### src/rtl/pb_conditioner_if.sv
// Push-button port bundle: raw buttons and event-clear strobe in, conditioned levels,
// press pulses and sticky event flags out.
interface pb_conditioner_if #(
  parameter int N_PBs = 3
);
  logic [N_PBs-1:0] PB_RAW;
  logic [N_PBs-1:0] PB_CLEAN;
  logic [N_PBs-1:0] PB_PRESS;
  logic [N_PBs-1:0] PB_EVENT;
  logic             EVT_CLR;
  logic [N_PBs-1:0] EVT_CLR_MASK;
  logic             EVT_ANY;

  modport master (
    output PB_RAW, EVT_CLR, EVT_CLR_MASK,
    input  PB_CLEAN, PB_PRESS, PB_EVENT, EVT_ANY
  );

  modport slave (
    input  PB_RAW, EVT_CLR, EVT_CLR_MASK,
    output PB_CLEAN, PB_PRESS, PB_EVENT, EVT_ANY
  );
endinterface

### src/rtl/pb_conditioner.sv
// Push-button synchroniser/debouncer with one-cycle press pulses and sticky W1C event flags.
// Define PB_AUTOREPEAT_EN to build the hold-to-repeat pulse generator.
module pb_conditioner #(
  parameter int N_PBs           = 3,
  parameter int DEBOUNCE_CYCLES = 4,
  parameter int REPEAT_DELAY    = 16,
  parameter int REPEAT_PERIOD   = 8
) (
  input  logic              CLK,
  input  logic              RESETn,
  pb_conditioner_if.slave   pb_bus
);
  localparam int            CW       = $clog2(DEBOUNCE_CYCLES + 1);
  localparam logic [CW-1:0] CNT_LAST = CW'(DEBOUNCE_CYCLES - 1);
  localparam logic [CW-1:0] CNT_ONE  = CW'(1);

`ifdef PB_AUTOREPEAT_EN
  localparam int            RW         = $clog2(REPEAT_DELAY + 1);
  localparam logic [RW-1:0] REP_FIRE   = RW'(REPEAT_DELAY);
  localparam logic [RW-1:0] REP_RELOAD = RW'(REPEAT_DELAY - REPEAT_PERIOD + 1);
  localparam logic [RW-1:0] REP_ONE    = RW'(1);
`else
  wire w_unused_repeat = ^{REPEAT_DELAY, REPEAT_PERIOD};
`endif

  typedef enum logic [1:0] {LOW, WAIT_HIGH, HIGH, WAIT_LOW} state_t;

  wire [N_PBs-1:0] w_clean;
  wire [N_PBs-1:0] w_press;
  wire [N_PBs-1:0] w_event;

  generate
    for (genvar gi = 0; gi < N_PBs; gi++) begin : g_pb
      logic          r_sync1, r_sync2;
      state_t        r_state, w_state_next;
      logic [CW-1:0] r_cnt, w_cnt_next;
      logic          r_clean, w_clean_next;
      logic          r_press, w_press_next;
      logic          r_event, w_event_next;
      logic          w_clr;
`ifdef PB_AUTOREPEAT_EN
      logic [RW-1:0] r_rep, w_rep_next;
`endif

      assign w_clr = pb_bus.EVT_CLR & pb_bus.EVT_CLR_MASK[gi];

      always_ff @(posedge CLK or negedge RESETn) begin
        if (!RESETn) begin
          r_sync1 <= 1'b0;
          r_sync2 <= 1'b0;
          r_state <= LOW;
          r_cnt   <= '0;
          r_clean <= 1'b0;
          r_press <= 1'b0;
          r_event <= 1'b0;
`ifdef PB_AUTOREPEAT_EN
          r_rep   <= '0;
`endif
        end else begin
          r_sync1 <= pb_bus.PB_RAW[gi];
          r_sync2 <= r_sync1;
          r_state <= w_state_next;
          r_cnt   <= w_cnt_next;
          r_clean <= w_clean_next;
          r_press <= w_press_next;
          r_event <= w_event_next;
`ifdef PB_AUTOREPEAT_EN
          r_rep   <= w_rep_next;
`endif
        end
      end

      always_comb begin
        w_state_next = r_state;
        w_cnt_next   = r_cnt;
        w_clean_next = r_clean;
        w_press_next = 1'b0;
`ifdef PB_AUTOREPEAT_EN
        w_rep_next   = '0;
`endif
        case (r_state)
          LOW: if (r_sync2) begin
            if (DEBOUNCE_CYCLES == 1) begin
              w_state_next = HIGH;
              w_clean_next = 1'b1;
              w_press_next = 1'b1;
            end else begin
              w_state_next = WAIT_HIGH;
              w_cnt_next   = CNT_ONE;
            end
          end
          WAIT_HIGH: begin
            if (!r_sync2) begin
              w_state_next = LOW;
              w_cnt_next   = '0;
            end else if (r_cnt == CNT_LAST) begin
              w_state_next = HIGH;
              w_cnt_next   = '0;
              w_clean_next = 1'b1;
              w_press_next = 1'b1;
            end else begin
              w_cnt_next = r_cnt + CNT_ONE;
            end
          end
          HIGH: if (!r_sync2) begin
            if (DEBOUNCE_CYCLES == 1) begin
              w_state_next = LOW;
              w_clean_next = 1'b0;
            end else begin
              w_state_next = WAIT_LOW;
              w_cnt_next   = CNT_ONE;
            end
          end
          WAIT_LOW: begin
            if (r_sync2) begin
              w_state_next = HIGH;
              w_cnt_next   = '0;
            end else if (r_cnt == CNT_LAST) begin
              w_state_next = LOW;
              w_cnt_next   = '0;
              w_clean_next = 1'b0;
            end else begin
              w_cnt_next = r_cnt + CNT_ONE;
            end
          end
          default: w_state_next = LOW;
        endcase
`ifdef PB_AUTOREPEAT_EN
        // Repeat timer restarts on every entry into HIGH and is idle elsewhere.
        if (w_state_next == HIGH) begin
          if (r_state != HIGH) begin
            w_rep_next = REP_ONE;
          end else if (r_rep == REP_FIRE) begin
            w_press_next = 1'b1;
            w_rep_next   = REP_RELOAD;
          end else begin
            w_rep_next = r_rep + REP_ONE;
          end
        end
`endif
        // A pulse being raised or currently high overrides a same-cycle clear.
        w_event_next = (r_event & ~w_clr) | w_press_next | r_press;
      end

      assign w_clean[gi] = r_clean;
      assign w_press[gi] = r_press;
      assign w_event[gi] = r_event;
    end
  endgenerate

  assign pb_bus.PB_CLEAN = w_clean;
  assign pb_bus.PB_PRESS = w_press;
  assign pb_bus.PB_EVENT = w_event;
  assign pb_bus.EVT_ANY  = |w_event;
endmodule
### src/flat_wrapper.sv
// flat-port wrapper written by rule: the top's interface ports become plain ports
module pb_conditioner_flat 
#(
  parameter int N_PBs           = 3,
  parameter int DEBOUNCE_CYCLES = 4,
  parameter int REPEAT_DELAY    = 16,
  parameter int REPEAT_PERIOD   = 8
)
  (CLK, RESETn, pb_bus_PB_RAW, pb_bus_EVT_CLR, pb_bus_EVT_CLR_MASK, pb_bus_PB_CLEAN, pb_bus_PB_PRESS, pb_bus_PB_EVENT, pb_bus_EVT_ANY);
  pb_conditioner_if #(.N_PBs(N_PBs)) pb_bus_i ();
  input  logic CLK;
  input  logic RESETn;
  input wire logic [$bits(pb_bus_i.PB_RAW)-1:0] pb_bus_PB_RAW;
  input wire logic [$bits(pb_bus_i.EVT_CLR)-1:0] pb_bus_EVT_CLR;
  input wire logic [$bits(pb_bus_i.EVT_CLR_MASK)-1:0] pb_bus_EVT_CLR_MASK;
  output wire logic [$bits(pb_bus_i.PB_CLEAN)-1:0] pb_bus_PB_CLEAN;
  output wire logic [$bits(pb_bus_i.PB_PRESS)-1:0] pb_bus_PB_PRESS;
  output wire logic [$bits(pb_bus_i.PB_EVENT)-1:0] pb_bus_PB_EVENT;
  output wire logic [$bits(pb_bus_i.EVT_ANY)-1:0] pb_bus_EVT_ANY;
  assign pb_bus_i.PB_RAW = pb_bus_PB_RAW;
  assign pb_bus_i.EVT_CLR = pb_bus_EVT_CLR;
  assign pb_bus_i.EVT_CLR_MASK = pb_bus_EVT_CLR_MASK;
  assign pb_bus_PB_CLEAN = pb_bus_i.PB_CLEAN;
  assign pb_bus_PB_PRESS = pb_bus_i.PB_PRESS;
  assign pb_bus_PB_EVENT = pb_bus_i.PB_EVENT;
  assign pb_bus_EVT_ANY = pb_bus_i.EVT_ANY;
  pb_conditioner #(.N_PBs(N_PBs), .DEBOUNCE_CYCLES(DEBOUNCE_CYCLES), .REPEAT_DELAY(REPEAT_DELAY), .REPEAT_PERIOD(REPEAT_PERIOD)) u_core (.CLK(CLK), .RESETn(RESETn), .pb_bus(pb_bus_i));
endmodule
### config.mk
export PLATFORM = sky130hd
export DESIGN_NAME = pb_conditioner_flat
export DESIGN_NICKNAME = d
export VERILOG_FILES = /design/src/rtl/pb_conditioner_if.sv /design/src/rtl/pb_conditioner.sv /design/src/flat_wrapper.sv
export SDC_FILE = /design/constraint.sdc
export NUM_CORES = 1
export LEC_CHECK = 0
export CORE_ASPECT_RATIO = 0.9
export CORE_UTILIZATION = 46
export CTS_CLUSTER_DIAMETER = 200
export DETAILED_ROUTE_END_ITERATION = 16
export PLACE_DENSITY = 0.68
export SLEW_MARGIN = 0
export SYNTH_ARGS = -nofsm -noshare
export SYNTH_HDL_FRONTEND = slang
export SYNTH_SLANG_ARGS = --single-unit
### constraint.sdc
create_clock -name CLK -period 1.62 [get_ports CLK]
set_clock_uncertainty 0.1 [all_clocks]
set_input_delay 0.486 -clock CLK [delete_from_list [all_inputs] [get_ports CLK]]
set_output_delay 0.486 -clock CLK [all_outputs]
set_load 0.05 [all_outputs]
==> results.cfg, run 1 <==
[detailed_routing]
postRouteAntennaNets = 0
wire_per_inst_um = 11.9
drt-total-wl_um = 1850
num_vias = 818
vias_per_cell = 5.24
drt_iter0_drc = 20
firstDrtPassIters = 10
drc = 3

[finish]
drive_gt1_share_pct = 20.3
fin_area_sq_um = 1620
area_growth_pct = 27.5
final_cell_count_no_fill = 156
nets = 139
num_antenna_cells = 0

[setup_path]
r2r-start = u_core.g_pb[2].r_cnt[0]$_DFFE_PN0P_
path_cells = or3_1 -> buf_6
crit_path_end_kind = output port
cp.required_ps = 1030
crit_buf_inv = 1
crit_fanout = 2
slowest_stage = dfrtp_1
critPathKind = flop to output port
slowest_delay_ps = 380
reg2reg_slack_ps = 270
cp-start-kind = flop
critPathArrivalTime_ps = 1240
critPathLaunch = u_core.g_pb[2].r_event$_DFF_PN0_
crit_family = flip-flops

[clock_tree]
clock-root-buffer = clkbuf_4
clk_latency_ps = 320
clkTransAtPathRegs_ps = 100
cts_hold_buffers = 0
htreeDepth = 2
numCtsBuffers = 5
clockBufferDepth = 2
cts_tree = done
cts.sinks = 30

[hold_path]
hp-class = flop to flop
hp-start = u_core.g_pb[2].r_sync1$_DFF_PN0_

[logic_synthesis]
ys.flop_type = dfrtp_1
synth_seq_cells = 30
yosysUniqueCellTypes = 26
synth_top_area_share_pct = 59.1
synth.area.top_cells = dfrtp_1 59%, buf_4 5.3%, o21ai_0 3.9%
async_flop_share_pct = 100
synth_most_common_cell = dfrtp_1
syn_area_per_cell_sq_um = 11.9
synth_seq_area_share_pct = 59.1
yosysWarnings = 0
synth_top_area_cell = dfrtp_1
netlist_area_sq_um = 1270
synth_common_cells = 30 x dfrtp_1, 10 x nand2_1, 10 x o21ai_0, 9 x buf_4
synth_edf_count = 0
syn_nets = 119
synth_cells = 107

[placed_design]
place_inst = 147
detailedPlace.worstSlack_ps = 54.6
dpl.hpwl_um = 1330
placed_area_sq_um = 1540
io_buffers = 18
gp_congestion = 0.776

[grt]
grt.total_usage_pct = 15.0
grt_pass1_vias = 741
antenna_found_initial = 0
grt-ovfl-total = 0
grt_pass1_wl_um = 3160
grt_max_degree = 31

[sta]
max_freq_mhz = 547
tightest_slew_ps = 297
post-route-period-util_pct = 113
hold_viol = 0
max_slew_margin_pct = 80.1
worst_slack_ps = -209
slew_violations = 0
rsz0062_at_grt = yes
setup_viol_count_final = 1
min_period_ps = 1830

[run_status]
violations = design-rule violations, negative setup slack
status = finished, violations left

[floorplan]
ios = 19
dieHeight_um = 51.8
fp.dieW_um = 57.4
dieArea_sq_um = 2980
rows = 17
fp.coreArea_sq_um = 2530
initial_core_util_pct = 50.2

[flow_run]
drv_cap = 0

[pwr]
peakVddDrop_mv = 0.703
leakagePower_uw = 0.000758
p_per_area_nw_per_um2 = 1670
[area by class of cell]
type | count | area (sq um)
clock buffers | 6 | 51.3
clock inverters | 2 | 12.5
flip-flops and latches | 30 | 751
repair buffers | 22 | 318
well taps | 28 | 35.0
multi-input cells | 68 | 452
fillers | 197 | 912
[report_power, final]
| part | total [uW] | switching (uW) | internal, uW | leakage (uW) |
|---|---|---|---|---|
| Clock | 452 | 244 | 208 | 0.0000343 |
| Sequential | 1130 | 189 | 938 | 0.000367 |
| Combinational | 1120 | 561 | 556 | 0.000357 |
| Total | 2700 | 994 | 1700 | 0.000758 |
[final timing paths]
| check | end | cells after the start |
|---|---|---|
| setup reg to reg | u_core.g_pb[2].r_event$_DFF_PN0_ | 4 |
| min in group asynchronous | u_core.g_pb[0].r_event$_DFF_PN0_ | 2 |
| hold reg to reg | u_core.g_pb[2].r_sync2$_DFF_PN0_ | 0 |
| setup / recovery | pb_bus_EVT_ANY | 2 |
| hold / removal | u_core.g_pb[2].r_sync2$_DFF_PN0_ | 0 |
| max in group asynchronous | u_core.g_pb[0].r_cnt[2]$_DFFE_PN0P_ | 2 |
[per-layer routing]
metal | wire length (um) | vias up | part of all wire (%) | track usage, %
met1 | 847 | 390 | 46 | 17.4
met4 | 17 | 0 | 0.92 | 8.54
met2 | 866 | 22 | 47 | 22.9
li1 | - | 404 | - | -
met5 | 0 | - | 0 | 0
met3 | 123 | 2 | 6.6 | 6.97
[flip-flops by register name, indices dropped and copies added, names as in the netlist, named ones only]
| register | flops |
|---|---|
| u_core.g_pb.r_cnt | 9 |
| u_core.g_pb.r_clean | 3 |
| u_core.g_pb.r_press | 3 |
| u_core.g_pb.r_event | 3 |
| u_core.g_pb.r_sync1 | 3 |
| u_core.g_pb.r_sync2 | 3 |
| u_core.g_pb.r_state | 3 |
[cell usage in the layout, fill, tap and decap left out]
| cell type | synthesis | routed |
|---|---|---|
| dfrtp_1 | 30 | 30 |
| nand2_1 | 10 | 10 |
| o21ai_0 | 10 | 10 |
| buf_12 | 0 | 10 |
| clkdlybuf4s50_1 | 0 | 8 |
| nor2_1 | 5 | 5 |
| o21a_1 | 5 | 5 |
| clkbuf_4 | 0 | 5 |
| and3b_1 | 4 | 4 |
| nand3b_1 | 3 | 3 |
| nor3b_1 | 3 | 3 |
| a211o_1 | 3 | 3 |
| nand2b_1 | 3 | 3 |
| a21oi_1 | 3 | 3 |
| ha_1 | 3 | 3 |
| xor2_1 | 2 | 2 |
| nor2b_1 | 2 | 2 |
| nand3_1 | 2 | 2 |
| buf_6 | 0 | 2 |
| buf_4 | 9 | 2 |
| or3_1 | 1 | 1 |
| nor3b_2 | 1 | 1 |
| xor2_2 | 1 | 1 |
| and2_2 | 1 | 1 |
| and3_1 | 1 | 1 |
| a22o_1 | 1 | 1 |
| a31oi_1 | 1 | 1 |
| xnor2_1 | 1 | 1 |
| mux2_2 | 1 | 1 |
| and2_1 | 1 | 1 |
| clkinv_2 | 0 | 1 |
| clkinvlp_4 | 0 | 1 |
| clkbuf_8 | 0 | 1 |
[per-stage QoR]
stage / setup TNS [ps] / power, uW / hold WS (ps) / util, %
2_1_floorplan: 0 / 1850 / 90.4 / -
3_3_place_gp: 0 / 2180 / 232 / 60.9
3_5_place_dp: 0 / 2210 / 240 / 60.9
4_1_cts: -230 / 2720 / 261 / 63.8
5_1_grt: -288 / 2880 / 266 / 64.0
6_report: -209 / 2700 / 259 / 64.0
[logic make-up after synthesis]
family,count (synthesis),share of synthesized area (%)
AOI/OAI and AO/OA,23,11.3
xor gates and xnor gates,4,3.35
adders and majority gates,3,2.96
buffers and inverters,9,5.32
DFF,30,59.1
muxes,1,0.887
and+or+nand+nor,37,17.0
[repair_timing]
item                                    CTS  global route
setup buffers                             1             0
resized for setup                         1             1
hold endpoints to repair                  0             0
cloned                                    0             0
endpoints found under the setup margin    1             4
Power figures use the tool's default switching activity.
==> run 2: changes to the inputs <==
--- a/config.mk
+++ b/config.mk
@@ -5,11 +5,13 @@
 export SDC_FILE = /design/constraint.sdc
 export NUM_CORES = 1
 export LEC_CHECK = 0
+export CELL_PAD_IN_SITES_DETAIL_PLACEMENT = 1
+export CELL_PAD_IN_SITES_GLOBAL_PLACEMENT = 1
 export CORE_ASPECT_RATIO = 0.9
-export CORE_UTILIZATION = 46
+export CORE_UTILIZATION = 41
 export CTS_CLUSTER_DIAMETER = 200
 export DETAILED_ROUTE_END_ITERATION = 16
-export PLACE_DENSITY = 0.68
+export PLACE_DENSITY = 0.74
 export SLEW_MARGIN = 0
 export SYNTH_ARGS = -nofsm -noshare
 export SYNTH_HDL_FRONTEND = slang
==> run 2 against run 1 <==
The flow finishes with violations (negative setup slack). Non-clock buffer count did not move. Critical endpoint unchanged. Register-to-register slack hardly changed. Largest power group is now combinational cells. Sequential power barely moved. First-iteration DRC count decreased by 30%.
==> results.cfg, run 2 (synthesis results as in run 1) <==
[clock_tree]
clk_latency_ps = 330
clock-root-buffer = clkbuf_4
cts_tree = done
htreeDepth = 2
cts.sinks = 30
clockBufferDepth = 2
numCtsBuffers = 5
clkTransAtPathRegs_ps = 100

[sta]
tightest_slew_ps = 366
rsz0062_at_grt = yes
whs_ps = 250
min_period_ps = 1880
max_freq_mhz = 531
post-route-period-util_pct = 116
worst_slack_ps = -261
max_slew_margin_pct = 75.5
slew_violations = 0
hold_viol = 0
setup_viol_count_final = 1

[placed_design]
placed_area_sq_um = 1560
io_buffers = 18
detailedPlace.worstSlack_ps = 57.3
gp_congestion = 0.699
dpl.hpwl_um = 1650

[grt]
grt_max_degree = 31
antenna_found_initial = 0
grt_pass1_wl_um = 3750
grt.total_usage_pct = 16.7
grt_pass1_vias = 834
grt-ovfl-total = 0

[detailed_routing]
drt-total-wl_um = 2440
wire_per_inst_um = 14.5
top_layer_used = met4
met2WireLength_um = 1160
postRouteAntennaNets = 0
drt_iter0_drc = 14
num_vias = 834
firstDrtPassIters = 4
wl_met3_um = 156
drc = 0
vias_per_cell = 4.96
wirelength_met1_um = 1070

[finish]
largest_reg_flops = 9
layout_commonest_cell = dfrtp_1
nets = 139
regMostFlops = u_core.g_pb.r_cnt
postLayoutCoreUtil_pct = 57.5
final_cell_mix = 30 x dfrtp_1, 10 x nand2_1, 10 x o21ai_0, 10 x buf_12, 8 x clkdlybuf4s50_1
num_antenna_cells = 0
fin_area_sq_um = 1630
drive_gt1_share_pct = 20.3
area_growth_pct = 28.5

[floorplan]
ios = 19
dieHeight_um = 54.8
initial_core_util_pct = 44.8
rows = 18
fp.dieW_um = 60.7
fp.coreArea_sq_um = 2840
dieArea_sq_um = 3320

[setup_path]
slowest_delay_ps = 440
cp.required_ps = 1030
slowest_stage = dfrtp_1
crit_buf_inv = 1
r2r-start = u_core.g_pb[2].r_cnt[0]$_DFFE_PN0P_
cp-start-kind = flop
critPathKind = flop to output port
crit_fanout = 3
r2r_end = u_core.g_pb[2].r_event$_DFF_PN0_
crit_family = flip-flops
rr_worst_depth = 4
path_cells = or3_4 -> buf_6
critPathArrivalTime_ps = 1300
crit_path_end_kind = output port
reg2reg_slack_ps = 260

[hold_path]
hp-class = flop to flop
hold_depth = 0
whs_endpoint = u_core.g_pb[2].r_sync2$_DFF_PN0_
hp-start = u_core.g_pb[2].r_sync1$_DFF_PN0_

[run_status]
status = finished, violations left
violations = negative setup slack

[flow_run]
drv_cap = 0

[pwr]
p_per_area_nw_per_um2 = 1700
total_power_uw = 2770
peakVddDrop_mv = 0.700
leakagePower_uw = 0.000758
[run 2: how the worst max path moves through the flow]
stage                                startpoint                                to  slack [ps]  depth (start not counted)
2_1_floorplan  u_core.g_pb[2].r_event$_DFF_PN0_                    pb_bus_EVT_ANY          80                          1
3_3_place_gp                     pb_bus_EVT_CLR  u_core.g_pb[0].r_event$_DFF_PN0_          60                          3
3_5_place_dp                     pb_bus_EVT_CLR  u_core.g_pb[0].r_event$_DFF_PN0_          60                          3
4_1_cts        u_core.g_pb[2].r_event$_DFF_PN0_                    pb_bus_EVT_ANY        -230                          2
5_1_grt        u_core.g_pb[0].r_event$_DFF_PN0_                    pb_bus_EVT_ANY        -300                          2
6_report       u_core.g_pb[0].r_event$_DFF_PN0_                    pb_bus_EVT_ANY        -260                          2
[run 2: worst reg2reg max path: stages (launching register included)]
cell and delay, ps:
dfrtp_1 370, ha_1 220, nand3b_1 150, nor3b_1 320, a211o_1 140
[run 2: power by group]
group	switching, uW	internal (uW)	total (uW)	leakage, uW
sequential	207	938	1150	0.000367
combinational	593	570	1160	0.000355
clock	249	210	459	0.0000353
[run 2: per-stage QoR]
step,TNS (ps),cells
2_1_floorplan,0,107
3_3_place_gp,0,159
3_5_place_dp,0,159
4_1_cts,-235,167
5_1_grt,-351,168
6_report,-261,168
[run 2: metal layers]
| metal | vias to the layer above | track usage (%) |
|---|---|---|
| li1 | 404 | - |
| met1 | 405 | 18.2 |
| met2 | 20 | 26.7 |
| met3 | 5 | 8.51 |
| met4 | 0 | 9.09 |
| met5 | - | 0 |
[run 2: final cells by class]
cell class / count / area [sq um]
clock buffers: 7 / 55.1
clock inverters: 1 / 5.00
fillers: 314 / 1210
multi-input cells: 68 / 457
flip-flops and latches: 30 / 751
well taps: 40 / 50.0
repair buffers: 22 / 314
[run 2: timing repair]
action / 4_1_cts / 5_1_grt
gates resized for setup: 1 / 1
pin swaps: 0 / 0
buffers inserted: 0 / 2
endpoints found under the hold margin: 0 / 0
endpoints found under the setup margin: 1 / 3
hold buffers: 0 / 0
